$ cat config.mk
export PLATFORM = sky130hd
export DESIGN_NAME = mc_controller_flat
export DESIGN_NICKNAME = d
export VERILOG_FILES = /design/src/rtl/mips_pkg.sv /design/src/rtl/mc_controller_if.sv /design/src/rtl/mc_decode.sv /design/src/rtl/mc_controller.sv /design/src/flat_wrapper.sv
export SDC_FILE = /design/constraint.sdc
export NUM_CORES = 1
export LEC_CHECK = 0
export ABC_CLOCK_PERIOD_IN_PS = 5200
export CORE_MARGIN = 5
export CORE_UTILIZATION = 30
export DETAILED_ROUTE_END_ITERATION = 12
export PLACE_DENSITY = 0.58
export REMOVE_ABC_BUFFERS = 1
export SLEW_MARGIN = 20
export SYNTH_ARGS = -nofsm -noshare
export SYNTH_HDL_FRONTEND = slang
export SYNTH_SLANG_ARGS = --single-unit
$ cat constraint.sdc
create_clock -name Clk -period 5.2 [get_ports Clk]
set_input_delay 1.3 -clock Clk [delete_from_list [all_inputs] [get_ports Clk]]
set_output_delay 1.3 -clock Clk [all_outputs]
set_load 0.02 [all_outputs]
$ cat src/rtl/mips_pkg.sv
// Shared definitions for the multicycle MIPS controller: FSM state encodings,
// instruction classes, ALU operation codes, opcode/funct constants and the
// default MEM-state timeout.
package mips_pkg;

  localparam int MEM_TIMEOUT_DEF = 15;

  typedef enum logic [2:0] {
    S_IDLE   = 3'd0,
    S_FETCH  = 3'd1,
    S_DECODE = 3'd2,
    S_EXEC   = 3'd3,
    S_MEM    = 3'd4,
    S_WB     = 3'd5
  } state_e;

  typedef enum logic [3:0] {
    CLS_ADDU = 4'd0,
    CLS_SUBU = 4'd1,
    CLS_ORI  = 4'd2,
    CLS_LUI  = 4'd3,
    CLS_LW   = 4'd4,
    CLS_SW   = 4'd5,
    CLS_BEQ  = 4'd6,
    CLS_J    = 4'd7,
    CLS_ILL  = 4'd8
  } instr_cls_e;

  localparam logic [2:0] ALU_ADD = 3'b000;
  localparam logic [2:0] ALU_SUB = 3'b001;
  localparam logic [2:0] ALU_OR  = 3'b010;
  localparam logic [2:0] ALU_LUI = 3'b011;

  localparam logic [5:0] OP_RTYPE = 6'b000000;
  localparam logic [5:0] OP_J     = 6'b000010;
  localparam logic [5:0] OP_BEQ   = 6'b000100;
  localparam logic [5:0] OP_ORI   = 6'b001101;
  localparam logic [5:0] OP_LUI   = 6'b001111;
  localparam logic [5:0] OP_LW    = 6'b100011;
  localparam logic [5:0] OP_SW    = 6'b101011;

  localparam logic [5:0] FN_ADDU = 6'b100001;
  localparam logic [5:0] FN_SUBU = 6'b100011;

  function automatic logic is_rtype(input instr_cls_e cls);
    return (cls == CLS_ADDU) || (cls == CLS_SUBU);
  endfunction

endpackage

$ cat src/rtl/mc_controller_if.sv
// Controller <-> datapath bundle.
//   master : the controller (samples opcode/funct/Zero/MemRdy, drives the rest)
//   slave  : the datapath/memory side
// Signals:
//   opcode, funct   instruction-register fields [31:26] and [5:0]
//   Zero            ALU zero flag
//   MemRdy          data-memory completion handshake
//   PCWr..MemRd     write/read strobes
//   RegDst..Jump    datapath mux selects
//   ALUctr          ALU operation code
//   Illegal, MemErr one-cycle error pulses
//   InstrCnt        retired-instruction count
//   State           current FSM state (debug)
interface mc_controller_if;
  logic [5:0]  opcode;
  logic [5:0]  funct;
  logic        Zero;
  logic        MemRdy;
  logic        PCWr;
  logic        IRWr;
  logic        RegWr;
  logic        MemWr;
  logic        MemRd;
  logic        RegDst;
  logic        ExtOp;
  logic        ALUSrc;
  logic        MemtoReg;
  logic        nPC_sel;
  logic        Jump;
  logic [2:0]  ALUctr;
  logic        Illegal;
  logic        MemErr;
  logic [31:0] InstrCnt;
  logic [2:0]  State;

  modport master (
    input  opcode, funct, Zero, MemRdy,
    output PCWr, IRWr, RegWr, MemWr, MemRd,
    output RegDst, ExtOp, ALUSrc, MemtoReg, nPC_sel, Jump,
    output ALUctr, Illegal, MemErr, InstrCnt, State
  );

  modport slave (
    output opcode, funct, Zero, MemRdy,
    input  PCWr, IRWr, RegWr, MemWr, MemRd,
    input  RegDst, ExtOp, ALUSrc, MemtoReg, nPC_sel, Jump,
    input  ALUctr, Illegal, MemErr, InstrCnt, State
  );
endinterface

$ cat src/rtl/mc_decode.sv
// Combinational opcode/funct classifier.
//   opcode, funct : instruction fields
//   cls           : instruction class; CLS_ILL for anything unsupported
module mc_decode
  import mips_pkg::*;
(
  input  logic [5:0] opcode,
  input  logic [5:0] funct,
  output instr_cls_e cls
);

  always_comb begin
    cls = CLS_ILL;
    case (opcode)
      OP_RTYPE: begin
        if (funct == FN_ADDU)      cls = CLS_ADDU;
        else if (funct == FN_SUBU) cls = CLS_SUBU;
      end
      OP_ORI:  cls = CLS_ORI;
      OP_LUI:  cls = CLS_LUI;
      OP_LW:   cls = CLS_LW;
      OP_SW:   cls = CLS_SW;
      OP_BEQ:  cls = CLS_BEQ;
      OP_J:    cls = CLS_J;
      default: cls = CLS_ILL;
    endcase
  end

endmodule

$ cat src/rtl/mc_controller.sv
// Multicycle MIPS control FSM.
//   Clk   : clock, rising edge
//   Reset : asynchronous active-low reset
//   bus   : controller side of mc_controller_if (see interface for signals)
//
// state  | meaning
// IDLE   | first cycle after reset, all outputs low
// FETCH  | IR write and PC <= PC+4
// DECODE | j completes here; unsupported instructions flag Illegal
// EXEC   | ALU operation; beq completes here
// MEM    | load/store strobe held until MemRdy or timeout
// WB     | register-file write
module mc_controller
  import mips_pkg::*;
#(
  parameter int MEM_TIMEOUT = MEM_TIMEOUT_DEF
) (
  input logic               Clk,
  input logic               Reset,
  mc_controller_if.master   bus
);

  localparam int WW = (MEM_TIMEOUT < 1) ? 1 : $clog2(MEM_TIMEOUT + 1);

  state_e      state_q, state_d;
  instr_cls_e  cls_d, cls_q;
  logic [WW-1:0] wait_q;
  logic [31:0] instr_cnt_q;
  logic        retire;
  logic        timed_out;

  logic        pc_wr, ir_wr, reg_wr, mem_wr, mem_rd;
  logic        reg_dst, ext_op, alu_src, mem_to_reg, npc_sel, jump;
  logic [2:0]  alu_ctr;
  logic        illegal, mem_err;

  mc_decode u_decode (
    .opcode (bus.opcode),
    .funct  (bus.funct),
    .cls    (cls_d)
  );

  assign timed_out = (wait_q == WW'(MEM_TIMEOUT));

  always_ff @(posedge Clk or negedge Reset) begin
    if (!Reset) begin
      state_q     <= S_IDLE;
      cls_q       <= CLS_ILL;
      wait_q      <= '0;
      instr_cnt_q <= '0;
    end else begin
      state_q <= state_d;
      // The IR is loaded in FETCH, so its class is captured on that edge.
      if (state_q == S_FETCH) cls_q <= cls_d;
      // Counts only while staying in MEM, so every MEM entry starts at zero.
      if (state_q == S_MEM && state_d == S_MEM) wait_q <= wait_q + 1'b1;
      else                                      wait_q <= '0;
      if (retire) instr_cnt_q <= instr_cnt_q + 32'd1;
    end
  end

  always_comb begin
    state_d    = state_q;
    retire     = 1'b0;
    pc_wr      = 1'b0;
    ir_wr      = 1'b0;
    reg_wr     = 1'b0;
    mem_wr     = 1'b0;
    mem_rd     = 1'b0;
    reg_dst    = 1'b0;
    ext_op     = 1'b0;
    alu_src    = 1'b0;
    mem_to_reg = 1'b0;
    npc_sel    = 1'b0;
    jump       = 1'b0;
    alu_ctr    = ALU_ADD;
    illegal    = 1'b0;
    mem_err    = 1'b0;

    case (state_q)
      S_IDLE: state_d = S_FETCH;

      S_FETCH: begin
        ir_wr   = 1'b1;
        pc_wr   = 1'b1;
        state_d = S_DECODE;
      end

      S_DECODE: begin
        case (cls_q)
          CLS_J: begin
            pc_wr   = 1'b1;
            jump    = 1'b1;
            retire  = 1'b1;
            state_d = S_FETCH;
          end
          CLS_ILL: begin
            illegal = 1'b1;
            state_d = S_FETCH;
          end
          default: state_d = S_EXEC;
        endcase
      end

      S_EXEC: begin
        case (cls_q)
          CLS_ADDU: begin
            alu_ctr = ALU_ADD;
            state_d = S_WB;
          end
          CLS_SUBU: begin
            alu_ctr = ALU_SUB;
            state_d = S_WB;
          end
          CLS_ORI: begin
            alu_ctr = ALU_OR;
            alu_src = 1'b1;
            state_d = S_WB;
          end
          CLS_LUI: begin
            alu_ctr = ALU_LUI;
            alu_src = 1'b1;
            state_d = S_WB;
          end
          CLS_LW, CLS_SW: begin
            alu_ctr = ALU_ADD;
            alu_src = 1'b1;
            ext_op  = 1'b1;
            state_d = S_MEM;
          end
          CLS_BEQ: begin
            alu_ctr = ALU_SUB;
            ext_op  = 1'b1;
            pc_wr   = bus.Zero;
            npc_sel = bus.Zero;
            retire  = 1'b1;
            state_d = S_FETCH;
          end
          default: state_d = S_FETCH;
        endcase
      end

      S_MEM: begin
        if (timed_out) begin
          mem_err = 1'b1;
          state_d = S_FETCH;
        end else begin
          mem_rd = (cls_q == CLS_LW);
          mem_wr = (cls_q == CLS_SW);
          if (bus.MemRdy) begin
            if (cls_q == CLS_LW) begin
              state_d = S_WB;
            end else begin
              retire  = 1'b1;
              state_d = S_FETCH;
            end
          end
        end
      end

      S_WB: begin
        reg_wr     = 1'b1;
        reg_dst    = is_rtype(cls_q);
        mem_to_reg = (cls_q == CLS_LW);
        retire     = 1'b1;
        state_d    = S_FETCH;
      end

      default: state_d = S_IDLE;
    endcase
  end

  assign bus.PCWr     = pc_wr;
  assign bus.IRWr     = ir_wr;
  assign bus.RegWr    = reg_wr;
  assign bus.MemWr    = mem_wr;
  assign bus.MemRd    = mem_rd;
  assign bus.RegDst   = reg_dst;
  assign bus.ExtOp    = ext_op;
  assign bus.ALUSrc   = alu_src;
  assign bus.MemtoReg = mem_to_reg;
  assign bus.nPC_sel  = npc_sel;
  assign bus.Jump     = jump;
  assign bus.ALUctr   = alu_ctr;
  assign bus.Illegal  = illegal;
  assign bus.MemErr   = mem_err;
  assign bus.InstrCnt = instr_cnt_q;
  assign bus.State    = state_q;

endmodule

$ cat src/flat_wrapper.sv
// flat-port wrapper written by rule: the top's interface ports become plain ports
module mc_controller_flat import mips_pkg::*;
#(
  parameter int MEM_TIMEOUT = MEM_TIMEOUT_DEF
)
  (Clk, Reset, bus_opcode, bus_funct, bus_Zero, bus_MemRdy, bus_PCWr, bus_IRWr, bus_RegWr, bus_MemWr, bus_MemRd, bus_RegDst, bus_ExtOp, bus_ALUSrc, bus_MemtoReg, bus_nPC_sel, bus_Jump, bus_ALUctr, bus_Illegal, bus_MemErr, bus_InstrCnt, bus_State);
  mc_controller_if bus_i ();
  input logic Clk;
  input logic Reset;
  input wire logic [$bits(bus_i.opcode)-1:0] bus_opcode;
  input wire logic [$bits(bus_i.funct)-1:0] bus_funct;
  input wire logic [$bits(bus_i.Zero)-1:0] bus_Zero;
  input wire logic [$bits(bus_i.MemRdy)-1:0] bus_MemRdy;
  output wire logic [$bits(bus_i.PCWr)-1:0] bus_PCWr;
  output wire logic [$bits(bus_i.IRWr)-1:0] bus_IRWr;
  output wire logic [$bits(bus_i.RegWr)-1:0] bus_RegWr;
  output wire logic [$bits(bus_i.MemWr)-1:0] bus_MemWr;
  output wire logic [$bits(bus_i.MemRd)-1:0] bus_MemRd;
  output wire logic [$bits(bus_i.RegDst)-1:0] bus_RegDst;
  output wire logic [$bits(bus_i.ExtOp)-1:0] bus_ExtOp;
  output wire logic [$bits(bus_i.ALUSrc)-1:0] bus_ALUSrc;
  output wire logic [$bits(bus_i.MemtoReg)-1:0] bus_MemtoReg;
  output wire logic [$bits(bus_i.nPC_sel)-1:0] bus_nPC_sel;
  output wire logic [$bits(bus_i.Jump)-1:0] bus_Jump;
  output wire logic [$bits(bus_i.ALUctr)-1:0] bus_ALUctr;
  output wire logic [$bits(bus_i.Illegal)-1:0] bus_Illegal;
  output wire logic [$bits(bus_i.MemErr)-1:0] bus_MemErr;
  output wire logic [$bits(bus_i.InstrCnt)-1:0] bus_InstrCnt;
  output wire logic [$bits(bus_i.State)-1:0] bus_State;
  assign bus_i.opcode = bus_opcode;
  assign bus_i.funct = bus_funct;
  assign bus_i.Zero = bus_Zero;
  assign bus_i.MemRdy = bus_MemRdy;
  assign bus_PCWr = bus_i.PCWr;
  assign bus_IRWr = bus_i.IRWr;
  assign bus_RegWr = bus_i.RegWr;
  assign bus_MemWr = bus_i.MemWr;
  assign bus_MemRd = bus_i.MemRd;
  assign bus_RegDst = bus_i.RegDst;
  assign bus_ExtOp = bus_i.ExtOp;
  assign bus_ALUSrc = bus_i.ALUSrc;
  assign bus_MemtoReg = bus_i.MemtoReg;
  assign bus_nPC_sel = bus_i.nPC_sel;
  assign bus_Jump = bus_i.Jump;
  assign bus_ALUctr = bus_i.ALUctr;
  assign bus_Illegal = bus_i.Illegal;
  assign bus_MemErr = bus_i.MemErr;
  assign bus_InstrCnt = bus_i.InstrCnt;
  assign bus_State = bus_i.State;
  mc_controller #(.MEM_TIMEOUT(MEM_TIMEOUT)) u_core (.Clk(Clk), .Reset(Reset), .bus(bus_i));
endmodule
==> out/metrics.cfg <==
[grt]
grt_pass1_wl_um = 10200
grt_max_degree = 44
track_usage_pct = 12.5
gr-total-overflow = 0
first_global_vias = 2045
antenna_found_initial = 0

[logic_synthesis]
synth.cell_area_mm2 = 0.00244
synth_top_family_by_area = simple AND/OR/NAND/NOR gates
synth_cell_types = 50
synth_xor_area_share_pct = 12.9
ys_warn_count = 0
synth_edf_count = 0
ys_seq_area_share_pct = 44.2
syn_area_per_cell_um2 = 9.71
synthMuxAreaShare_pct = 0.873
ys_async_sr_fraction_pct = 100
ys_seq_elements = 43
synth_simple_gate_area_share_pct = 28.7
synthCells = 251
synth_compound_area_share_pct = 6.78
synthAdderAreaFrac_pct = 2.05
synthFlopType = dfrtp_1

[finish]
syn2layout_area_growth_pct = 33.9
seqCellArea_mm2 = 0.00108
multi_input_area_mm2 = 0.00126
fillers = 772
finalNonFillerCells = 416
final_area_mm2 = 0.00326
finalNetCount = 333
n_antenna_cell = 0
drive_above_1_share_pct = 5.73
final_common_cell = clkdlybuf4s50_1
mostFrequentLayoutCells = clkdlybuf4s50_1, dfrtp_1, xor2_1, nand2_1, nor2_1

[critical_path]
ff2ff_setup_slack_ns = 2.81
cp_data_required_time_ns = 3.90
start_kind = input pin
cp_max_fo = 2
critPathArrivalTime_ns = 2.81
crit_type = input pin to primary output
endpoint_kind = primary output

[timing]
setup_viol = 0
drv_slew = 0
rsz0062_at_grt = false
hold_viol = 0
slew_headroom_pct = 50.3
hold_ws_ns = 0.467
period_needed_ns = 4.11
fin_crit_sh_pct = 79.0
worst_pin_slew_ns = 0.746
skew_ns = 0.00796
fmax_ghz = 0.243
tns_ns = 0

[floorplanning]
fp.dieArea_mm2 = 0.0100
die_y_um = 100
coreArea_mm2 = 0.00781
io_pins = 67
core.rowCount = 32
die_width_um = 100
start_util_pct = 31.2

[pwr]
p_seq_share_pct = 44.2
power.total_w = 0.000957
cellInternalPower_w = 0.000633
switchingPower_w = 0.000324
switching_share_pct = 33.9
p_leak_nw = 1.14
irDropWorstVdd_uv = 200
p_comb_share_pct = 27.2
p_per_area_mw_per_mm2 = 293
clkPwrFrac_pct = 28.6

[route]
met3_wirelength_um = 287
drc = 0
antenna_left = 0
drtPass1Iterations = 4
top_layer = met4
drtIter0Drc = 48
wl_met2_um = 2800
vias = 2104
wl_met1_um = 2950
via_per_inst = 5.06
totalWireLength_um = 6100
detail_route.wl_per_cell_um = 14.7

[cts]
cts_tree = done
clock_sinks = 43
path_clk_slew_ns = 0.08
cts_hold_buf = 0
postCtsSetupRepairBufs = 0
max-clock-path-buffers = 2
cts-resized-gates = 0
clk-insertion-delay-late_ns = 0.30
numCtsBuffers = 5
cts_root_buffer = clkbuf_8
htreeDepth = 2

[placement]
place_congestion = 0.740
hpwlAfterDp_um = 4410
placed_cells = 408
numPortBuffers = 65
dpl-instance-area_mm2 = 0.00314

[status]
status = completed

[flow_run]
drv_cap = 0

[min_path]
hp-class = flop to flop

## metrics by stage
stage          util, %  worst slack [ns]
2_1_floorplan        -              1.66
4_1_cts           41.8              1.08
3_3_place_gp      40.2              1.09
6_report          41.8              1.09
5_1_grt           41.8             0.976
3_5_place_dp      40.3              1.09
## final timing paths
path / start / end / depth (start not counted)
min in group asynchronous: Reset / u_core.bus.State[2] / 1
worst max-delay path: bus_Zero / bus_PCWr / 6
max in group asynchronous: Reset / u_core.cls_q[3] / 1
worst min register to register: u_core.bus.InstrCnt[31] / u_core.bus.InstrCnt[31] / 1
worst min-delay path: u_core.bus.InstrCnt[31] / u_core.bus.InstrCnt[31] / 1
worst max register to register: u_core.cls_q[1] / u_core.bus.InstrCnt[25] / 5
## Yosys cell counts (2+ instances only)
cell type | instances | area share [%]
and4b_1 | 2 | 0.82
a21oi_1 | 7 | 1.4
buf_4 | 2 | 0.62
buf_6 | 3 | 1.4
nor4b_1 | 4 | 1.4
nand4_1 | 9 | 2.3
dfrtp_1 | 42 | 43
nor3_1 | 12 | 2.5
nand3b_1 | 5 | 1.5
nand2b_1 | 4 | 1.0
a2111oi_0 | 2 | 0.72
nand2_1 | 21 | 3.2
a31oi_1 | 3 | 0.77
nor4_1 | 12 | 3.1
nor2_1 | 19 | 2.9
nor2b_1 | 4 | 1.0
buf_2 | 3 | 0.62
ha_1 | 4 | 2.1
clkbuf_1 | 2 | 0.31
xnor2_1 | 13 | 4.7
nand3_1 | 13 | 2.7
o21ai_0 | 4 | 0.82
xor2_1 | 23 | 8.3
inv_1 | 9 | 1.4
nand4b_1 | 4 | 1.4
## registers in the layout, summed over array words and instances (netlist names)
| name | flops |
|---|---|
| u_core.cls_q | 4 |
| u_core.wait_q | 4 |
| u_core.bus.State | 3 |
| u_core.bus.InstrCnt | 32 |
## layout make-up
class                           instances  area share [%]
Inverter                                9            1.04
Clock buffer                            6            2.53
Multi-Input combinational cell        189            38.6
Clock inverter                          2            1.07
Timing Repair Buffer                   65            19.9
Tap cell                              102            3.91
Sequential cell                        43            33.0
## worst max-delay path: stages
cell and delay [ns]:
clkdlybuf4s50_1 0.45, inv_1 0.04, nor3_1 0.22, o21ai_0 0.12, nand2_1 0.07, clkdlybuf4s50_1 0.61
## power by group through the flow
stage / logic, W / registers (W) / clock network [W]
finish: 0.000260 / 0.000423 / 0.000274
global route: 0.000289 / 0.000430 / 0.000288
CTS: 0.000265 / 0.000421 / 0.000280
detailed placement: 0.000263 / 0.000428 / 0
global placement: 0.000260 / 0.000427 / 0
floorplan: 0.000137 / 0.000430 / 0
## layer usage
metal,up-vias,global-route usage [%]
met5,-,0
met4,0,3.73
met3,5,2.85
met2,46,19.2
met1,1035,17.5
li1,1018,-
## cell families after synthesis
kind of cell               after synthesis
adders and majority gates                4
other                                    1
AOI/OAI and AO/OA                       25
DFF                                     43
and+or+nand+nor                        121
buffers and inverters                   19
xor gates and xnor gates                36
muxes                                    2
(Power assumes the default switching activity.)
